$ cat src/rtl/pwm_audio_pkg.sv
// Shared types and constants for the PWM audio sink and its sample FIFO.
package pwm_audio_pkg;

    typedef enum logic [1:0] {
        IDLE,
        PRIME,
        RUN
    } pwm_state_t;

    localparam int DEFAULT_CTR_SIZE   = 8;
    localparam int DEFAULT_FIFO_DEPTH = 4;

    // Occupancy needs one extra bit so that a completely full FIFO is representable.
    function automatic int level_width(input int depth);
        return $clog2(depth) + 1;
    endfunction

endpackage

$ cat src/rtl/sample_fifo.sv
// Synchronous sample FIFO with occupancy count; DEPTH must be a power of two, at least 2.
// Pointers wrap naturally; a push while full or a pop while empty is ignored.
module sample_fifo
    import pwm_audio_pkg::*;
#(
    parameter int WIDTH = DEFAULT_CTR_SIZE,
    parameter int DEPTH = DEFAULT_FIFO_DEPTH,
    localparam int LW   = level_width(DEPTH),
    localparam int PW   = $clog2(DEPTH)
) (
    input  logic             clk,
    input  logic             rst,
    input  logic             push,
    input  logic [WIDTH-1:0] push_data,
    input  logic             pop,
    output logic [WIDTH-1:0] pop_data,
    output logic [LW-1:0]    level,
    output logic             full,
    output logic             empty
);

    logic [WIDTH-1:0] mem [DEPTH];
    logic [PW-1:0]    wr_ptr;
    logic [PW-1:0]    rd_ptr;
    logic             do_push;
    logic             do_pop;

    assign full     = (level == LW'(DEPTH));
    assign empty    = (level == '0);
    assign do_push  = push && !full;
    assign do_pop   = pop && !empty;
    assign pop_data = mem[rd_ptr];

    // A simultaneous push and pop leaves the level unchanged.
    always_ff @(posedge clk or negedge rst) begin
        if (!rst) begin
            wr_ptr <= '0;
            rd_ptr <= '0;
            level  <= '0;
        end else begin
            if (do_push) wr_ptr <= wr_ptr + PW'(1);
            if (do_pop)  rd_ptr <= rd_ptr + PW'(1);
            case ({do_push, do_pop})
                2'b10:   level <= level + LW'(1);
                2'b01:   level <= level - LW'(1);
                default: level <= level;
            endcase
        end
    end

    always_ff @(posedge clk) begin
        if (do_push) mem[wr_ptr] <= push_data;
    end

endmodule

$ cat src/rtl/pwm_audio_out.sv
// PWM DAC sample sink: buffers samples in a FIFO and plays one per 2^CTR_SIZE-clock period.
// Define PWM_AUDIO_SIGNED_EN to accept two's-complement samples (MSB flipped on write).
module pwm_audio_out
    import pwm_audio_pkg::*;
#(
    parameter int CTR_SIZE   = DEFAULT_CTR_SIZE,
    parameter int FIFO_DEPTH = DEFAULT_FIFO_DEPTH
) (
    input  logic                                clk,
    input  logic                                rst,
    input  logic                                enable,
    input  logic [CTR_SIZE-1:0]                 sample_in,
    input  logic                                sample_valid,
    output logic                                sample_ready,
    output logic                                pwm_out,
    output logic                                underrun,
    input  logic                                underrun_clr,
    output logic [level_width(FIFO_DEPTH)-1:0]  fifo_level
);

    localparam logic [CTR_SIZE-1:0] CTR_MAX = '1;

    pwm_state_t          state;
    pwm_state_t          state_next;
    logic [CTR_SIZE-1:0] ctr_q;
    logic [CTR_SIZE-1:0] ctr_next;
    logic [CTR_SIZE-1:0] duty_q;
    logic [CTR_SIZE-1:0] duty_next;
    logic [CTR_SIZE-1:0] write_data;
    logic [CTR_SIZE-1:0] fifo_data;
    logic                fifo_full;
    logic                fifo_empty;
    logic                push;
    logic                pop;
    logic                underrun_set;

`ifdef PWM_AUDIO_SIGNED_EN
    assign write_data = {~sample_in[CTR_SIZE-1], sample_in[CTR_SIZE-2:0]};
`else
    assign write_data = sample_in;
`endif

    // Ready looks only at the registered level, so a full FIFO holds off a write for a cycle.
    assign sample_ready = !fifo_full;
    assign push         = sample_valid && sample_ready;

    sample_fifo #(
        .WIDTH (CTR_SIZE),
        .DEPTH (FIFO_DEPTH)
    ) u_fifo (
        .clk       (clk),
        .rst       (rst),
        .push      (push),
        .push_data (write_data),
        .pop       (pop),
        .pop_data  (fifo_data),
        .level     (fifo_level),
        .full      (fifo_full),
        .empty     (fifo_empty)
    );

    // Enable is only honoured at the wrap, so a period always finishes; no sample is consumed then.
    always_comb begin
        state_next   = state;
        ctr_next     = ctr_q;
        duty_next    = duty_q;
        pop          = 1'b0;
        underrun_set = 1'b0;
        case (state)
            IDLE: begin
                ctr_next = '0;
                if (enable) state_next = PRIME;
            end
            PRIME: begin
                if (!fifo_empty) begin
                    pop        = 1'b1;
                    duty_next  = fifo_data;
                    ctr_next   = '0;
                    state_next = RUN;
                end
            end
            RUN: begin
                ctr_next = ctr_q + CTR_SIZE'(1);
                if (ctr_q == CTR_MAX) begin
                    if (!enable) begin
                        state_next = IDLE;
                    end else if (!fifo_empty) begin
                        pop       = 1'b1;
                        duty_next = fifo_data;
                    end else begin
                        underrun_set = 1'b1;
                    end
                end
            end
            default: state_next = IDLE;
        endcase
    end

    always_ff @(posedge clk or negedge rst) begin
        if (!rst) begin
            state    <= IDLE;
            ctr_q    <= '0;
            duty_q   <= '0;
            pwm_out  <= 1'b0;
            underrun <= 1'b0;
        end else begin
            state   <= state_next;
            ctr_q   <= ctr_next;
            duty_q  <= duty_next;
            pwm_out <= (state == RUN) && (ctr_q < duty_q);
            if (underrun_set)      underrun <= 1'b1;
            else if (underrun_clr) underrun <= 1'b0;
        end
    end

endmodule

$ cat config.mk
export PLATFORM = sky130hd
export DESIGN_NAME = pwm_audio_out
export DESIGN_NICKNAME = d
export VERILOG_FILES = /design/src/rtl/pwm_audio_pkg.sv /design/src/rtl/sample_fifo.sv /design/src/rtl/pwm_audio_out.sv
export SDC_FILE = /design/constraint.sdc
export NUM_CORES = 1
export LEC_CHECK = 0
export CAP_MARGIN = 10
export CORE_MARGIN = 5
export CORE_UTILIZATION = 25
export CTS_CLUSTER_DIAMETER = 120
export DETAILED_ROUTE_END_ITERATION = 8
export GPL_TIMING_DRIVEN = 0
export SETUP_SLACK_MARGIN = 0.05
export SLEW_MARGIN = 20
export SYNTH_ARGS = -nofsm -noshare
export SYNTH_HDL_FRONTEND = slang
export SYNTH_HIERARCHICAL = 1
export SYNTH_SLANG_ARGS = --single-unit
$ cat constraint.sdc
create_clock -name clk -period 4.65 [get_ports clk]
set_input_delay 0.465 -clock clk [delete_from_list [all_inputs] [get_ports clk]]
set_output_delay 0.465 -clock clk [all_outputs]
set_load 0.05 [all_outputs]
### Word level (Yosys, flattened, before mapping)

Memory sizes are Yosys's and may differ from the RTL's.
Cells that the tools add are included.

| word-level totals | value |
|---|---|
| memories kept | 1 |
| input bits | 13 |
| RAM bits | 32 |
| output and inout port bits | 6 |
| register bits | 27 |

Memory list:

| memory | words | width | read ports | clocked after Yosys merged registers in | write ports | line | source |
|---|---|---|---|---|---|---|---|
| u_fifo.mem | 4 | 8 | 1 | 0 | 1 | sample_fifo.sv:22 | `logic [WIDTH-1:0] mem [DEPTH];` |

| cells by class | value |
|---|---|
| add/subtract/negate cells | 5 |
| $lt $le $gt $ge | 1 |
| eq/ne operators | 11 |
| mux-type cells | 24 |
| reductions and logical operators | 15 |

Operators by type and width:

| kind | count |
|---|---|
| 8-bit two-way mux | 4 |
| 8-bit case mux with 3 select lines | 1 |
| 8-bit case mux with 2 select lines | 1 |
| 1-bit two-way mux | 11 |
| 2-bit inequality test (second input constant) | 5 |
| 8-bit by 1-bit adder with 8-bit output (second input constant) | 1 |
| 8-bit equality test (second input constant) | 1 |
| 8-bit less-than comparator | 1 |
| 2-bit two-way mux | 4 |
| 2-bit case mux with 3 select lines | 1 |
| 3-bit case mux with 2 select lines | 1 |
| 2-bit nonzero test | 3 |
| 2-bit by 1-bit adder with 2-bit output (second input constant) | 2 |
| 2-bit by 1-bit equality test with 1-bit output (second input constant) | 2 |
| 2-bit equality test (second input constant) | 2 |
| 1-bit logical AND | 4 |
| 4-bit AND reduction | 1 |
| 3-bit by 1-bit adder with 3-bit output (second input constant) | 1 |
| 3-bit equality test (second input constant) | 1 |
| 3-bit zero test | 1 |
| 3-bit AND reduction | 1 |
| 3-bit nonzero test | 1 |
| 3-bit by 1-bit subtractor with 3-bit output (second input constant) | 1 |
| 1-bit zero test | 2 |
| other kinds (3) | 3 |

### Longest topological paths before layout

| depth | value |
|---|---|
| depth after elaboration | 8 |
| depth in mapped cells | 13 |
| mapped depth without buffers | 12 |

### By module

Netlist, hierarchy kept.

By module, submodules not included:

| module | times used | seq. area each (um^2) | area each (um^2) | cells each |
|---|---|---|---|---|
| sample_fifo | 1 | 1136.1 | 1584.0 | 80 |
| pwm_audio_out | 1 | 500.5 | 1198.6 | 116 |

### Worst setup path after synthesis

OpenSTA, ideal clock, no wires.

| path | value |
|---|---|
| path type | reg-to-reg |
| from | reg u_fifo.level[2] |
| to | reg u_fifo.level[2] |
| setup time | 0.082 ns |
| data required time | 4.568 ns |
| setup slack | 2.163 ns |
| stages on the path, launching flop included | 12 |
| data arrival time | 2.405 ns |
| clock period less this slack | 2.487 ns |
| cells stage by stage | dfrtp_1 or3b_4 inv_1 nor2b_1 and2_4 inv_1 ha_1 inv_1 fa_1 xor2_1 nor2_1 xor2_1 |

| on the way | value |
|---|---|
| elaborated cells between the ends (all ways) | 17 |

RTL lines:

| what | line | source |
|---|---|---|
| start, declared | sample_fifo.sv:17 | `output logic [LW-1:0] level,` |
| start signal, assigned | sample_fifo.sv:44 | `2'b10: level <= level + LW'(1);` |
| start signal, assigned | sample_fifo.sv:45 | `2'b01: level <= level - LW'(1);` |
| start signal, assigned | sample_fifo.sv:46 | `default: level <= level;` |
| 3-bit equality test (*) | sample_fifo.sv:28 | `assign full = (level == LW'(DEPTH));` |
| via fifo_full | pwm_audio_out.sv:31 | `logic fifo_full;` |
| 1-bit zero test (*) | pwm_audio_out.sv:44 | `assign sample_ready = !fifo_full;` |
| 1-bit logical AND (*) | pwm_audio_out.sv:45 | `assign push = sample_valid && sample_ready;` |
| via push | pwm_audio_out.sv:33 | `logic push;` |
| 1-bit logical AND (*) | sample_fifo.sv:30 | `assign do_push = push && !full;` |
| 2-bit by 1-bit equality test with 1-bit output or 2-bit equality test (tied branches) | sample_fifo.sv:43 | `case ({do_push, do_pop})` |
| 3-bit case mux with 2 select lines or 2-bit nonzero test (tied branches) | -- |  |

The timed path passes the listed nets; every way through them passes the cells marked *.
A chain may end at the register's enable or synchronous reset.

### Worst setup path after layout

| path | value |
|---|---|
| from | reg ctr_q[0] |
| to | reg u_fifo.level[2] |

| on the way | value |
|---|---|
| cells in the longest elaborated chain, start to end | 6 |
| elaborated cells between the ends (all ways) | 8 |

RTL lines:

| what | line | source |
|---|---|---|
| start, declared | pwm_audio_out.sv:25 | `logic [CTR_SIZE-1:0] ctr_q;` |
| start signal, assigned | pwm_audio_out.sv:108 | `ctr_q <= ctr_next;` |
| 8-bit equality test (*) | pwm_audio_out.sv:84 | `if (ctr_q == CTR_MAX) begin` |
| 1-bit two-way mux (*) | pwm_audio_out.sv:84 |  |
| 1-bit case mux with 2 select lines (*) | pwm_audio_out.sv:69 | `case (state)` |
| via pop | pwm_audio_out.sv:34 | `logic pop;` |
| 1-bit logical AND (*) | sample_fifo.sv:31 | `assign do_pop = pop && !empty;` |
| via u_fifo.do_pop | sample_fifo.sv:26 | `logic do_pop;` |
| 2-bit by 1-bit equality test with 1-bit output or 2-bit equality test (tied branches) | sample_fifo.sv:43 |  |
| 3-bit case mux with 2 select lines or 2-bit nonzero test (tied branches) | -- |  |

Marked as above.

==> results.yml <==
synthesis:
  yosys_warnings: 6
  yosys.area_share.simple: 0.0809
  yosysTopAreaCell: "edfxtp_1"
  synthesis.area_sq_mm: 0.00278
  synth-main-ff-cell: "edfxtp_1"
  synth_fa_ha_area_frac: 0.0881
  synthTopCellsByArea: "edfxtp_1, dfrtp_1, ha_1"
  muxShareOfSynthArea: 0.119
  syn_area_per_cell_sq_um: 14.2
  synth_compound_area_frac: 0.0665
  synth_cell_types: 39
  synth_top_family_by_area: "multiplexers"
  synth.yosys.seq_area_share: 0.588
  synthCells: 196
  synth_top_area_frac: 0.345
  syn-num-nets: 228
  synth-async-reset-ratio: 0.458
  synthXorXnorAreaFrac: 0.0189
  ys_ff_latch: 59
  synth-edff-count: 32
drt:
  wl_met1_um: 2220
  num_vias: 1623
  top_layer_used: "met4"
  met2_length_um: 2290
  vias_per_cell: 4.39
  ant_nets: 0
  routed-wl-met3_um: 169
  wl_per_cell_um: 12.9
  dr.pass1.iters: 4
  drt_wl_total_um: 4770
  drt_iter0_markers: 48
  drc: 0
clock_tree:
  clkLatencyLatePin_ns: 0.34
  post_cts_resized: 0
  htree_levels: 3
  holdBufCountCts: 0
  clk_pin_slew_worst_paths_ns: 0.08
  tritoncts: "done"
  cts_root_buf: "clkbuf_8"
  numClockSinks: 59
  cts_setup_buffers: 0
  cts_buffers: 9
  cts_buffer_depth: 2
placement:
  hpwl_um: 3300
  portBuffers: 18
  gp_congestion: 0.772
  dp_slack_ns: 1.94
timing:
  period_share: 0.578
  rsz0062_at_grt: "no"
  clock.fmax_mhz: 372
  finalWorstSetupSlack_ns: 1.96
  setup_violations: 0
  tightestPinTransition_ns: 0.623
  skew_ns: 0.0112
  hold_violations: 0
  fin_crit_ns: 2.69
  setup_tns_ns: 0
  drv_slew: 0
  slew_headroom: 0.584
  holdWs_ns: 0.137
grt:
  track_usage: 0.0820
  grt_pass1_wl_um: 8410
  grt_pass1_vias: 1735
  grt_max_degree: 28
  grt_antenna_before_repair: 0
  grt_overflow: 0
setup_path:
  cp_max_fo: 6
  cp.arrival_ns: 2.95
  worstSetupPathType: "flop to flop"
  cp.required_ns: 4.91
  setup.worst_path.end_class: "flop"
  crit_path_start_kind: "flop"
finish:
  n_antenna_cell: 0
  final_common_cell: "edfxtp_1"
  area_delta_synth_final_pct: 19.1
  multi_input_area_sq_mm: 0.00104
  layout_common_cells: "edfxtp_1, dfrtp_1, inv_1, ha_1, clkdlybuf4s50_1"
  finalNetCount: 257
  drive_above_1_share: 0.217
  nFillCells: 1067
  ff_latch_area_sq_mm: 0.00164
floorplan:
  die_x_um: 116
  start_util: 0.256
  die_h_um: 116
  io_pins: 19
  die-area_sq_mm: 0.0133
  rows: 38
  fp.coreArea_sq_mm: 0.0109
pwr:
  vdd_drop_max_uv: 293
  p_per_area_mw_per_mm2: 607
  p_leak_uw: 0.00133
flow_run:
  maxCapViolCount: 0
hold_path:
  hp-class: "input pin to asynchronous set/reset pin"
outcome:
  status: "finished, final reports clean"
## synth_stat cells (4+ instances only)
master,instances
inv_1,19
edfxtp_1,32
nand2_1,11
ha_1,18
o21ai_0,13
mux4_2,8
nand3_1,8
mux2_2,9
a31oi_1,4
and3_2,6
dfrtp_1,27
## registers in the layout (all words and copies together), names as in the netlist
signal and count:
u_fifo/mem 32, ctr_q 8, duty_q 8, u_fifo/level 3, state 2, u_fifo/rd_ptr 2, u_fifo/wr_ptr 2, pwm_out 1
underrun 1
## cell families (layout without fill, tap and decap cells)
logic type | Yosys count | count (layout)
DFF | 59 | 59
and+or+nand+nor | 40 | 40
AOI/OAI and AO/OA | 26 | 26
buffers and inverters | 25 | 59
muxes | 21 | 21
adders and majority gates | 19 | 19
xor gates and xnor gates | 6 | 6
## per-layer routing
| layer | global-route usage | up-vias |
|---|---|---|
| met3 | 0.0292 | 10 |
| met5 | 0 | - |
| met1 | 0.101 | 796 |
| met2 | 0.130 | 38 |
| met4 | 0.0352 | 0 |
| li1 | - | 779 |
## critical path, stage by stage (launching register included)
cell and delay (ns):
dfrtp_1 0.41, ha_1 0.20, and3_1 0.18, buf_6 0.12, and3_2 0.18, a31oi_1 0.09, nor3b_1 0.21, o31a_2 0.22
ha_1 0.19, inv_1 0.06, fa_1 0.37, xor2_1 0.15, nor2_1 0.11, xor2_1 0.14
## cell type report
cell class,instances,area share
buffer,5,0.00944
sequential,59,0.494
tap,140,0.0529
multi-input combinational,112,0.314
timing repair buffer,18,0.0529
clock inverter,7,0.0170
inverter,20,0.0227
clock buffer,9,0.0374
## path summary, 6_finish.rpt
check / from / endpoint / slack [ns] / cells after the start
worst max-delay path: ctr_q[0] / u_fifo/level[2] / 1.96 / 13
worst min-delay path: rst / pwm_out / 0.14 / 1
worst max register to register: ctr_q[0] / u_fifo/level[2] / 1.96 / 13
worst min register to register: duty_q[4] / duty_q[4] / 0.51 / 1
max in group asynchronous: rst / underrun / 4.09 / 1
min in group clk: duty_q[4] / duty_q[4] / 0.51 / 1
## stage by stage
stage	std cells	cell area, sq um	util	power (uW)
CTS	370	3310	0.304	2050
global placement	354	3140	0.288	1600
finish	370	3310	0.304	2010
detailed placement	354	3130	0.288	1620
global route	370	3310	0.304	2170
floorplan	196	2780	-	1410
## power by group
group          leakage, uW  switching, uW  internal [uW]
logic             0.000607            418            385
clock network    0.0000910            224            200
registers         0.000631           76.2            708
total              0.00133            718           1290
No activity file was read; power rests on OpenSTA's default activity.
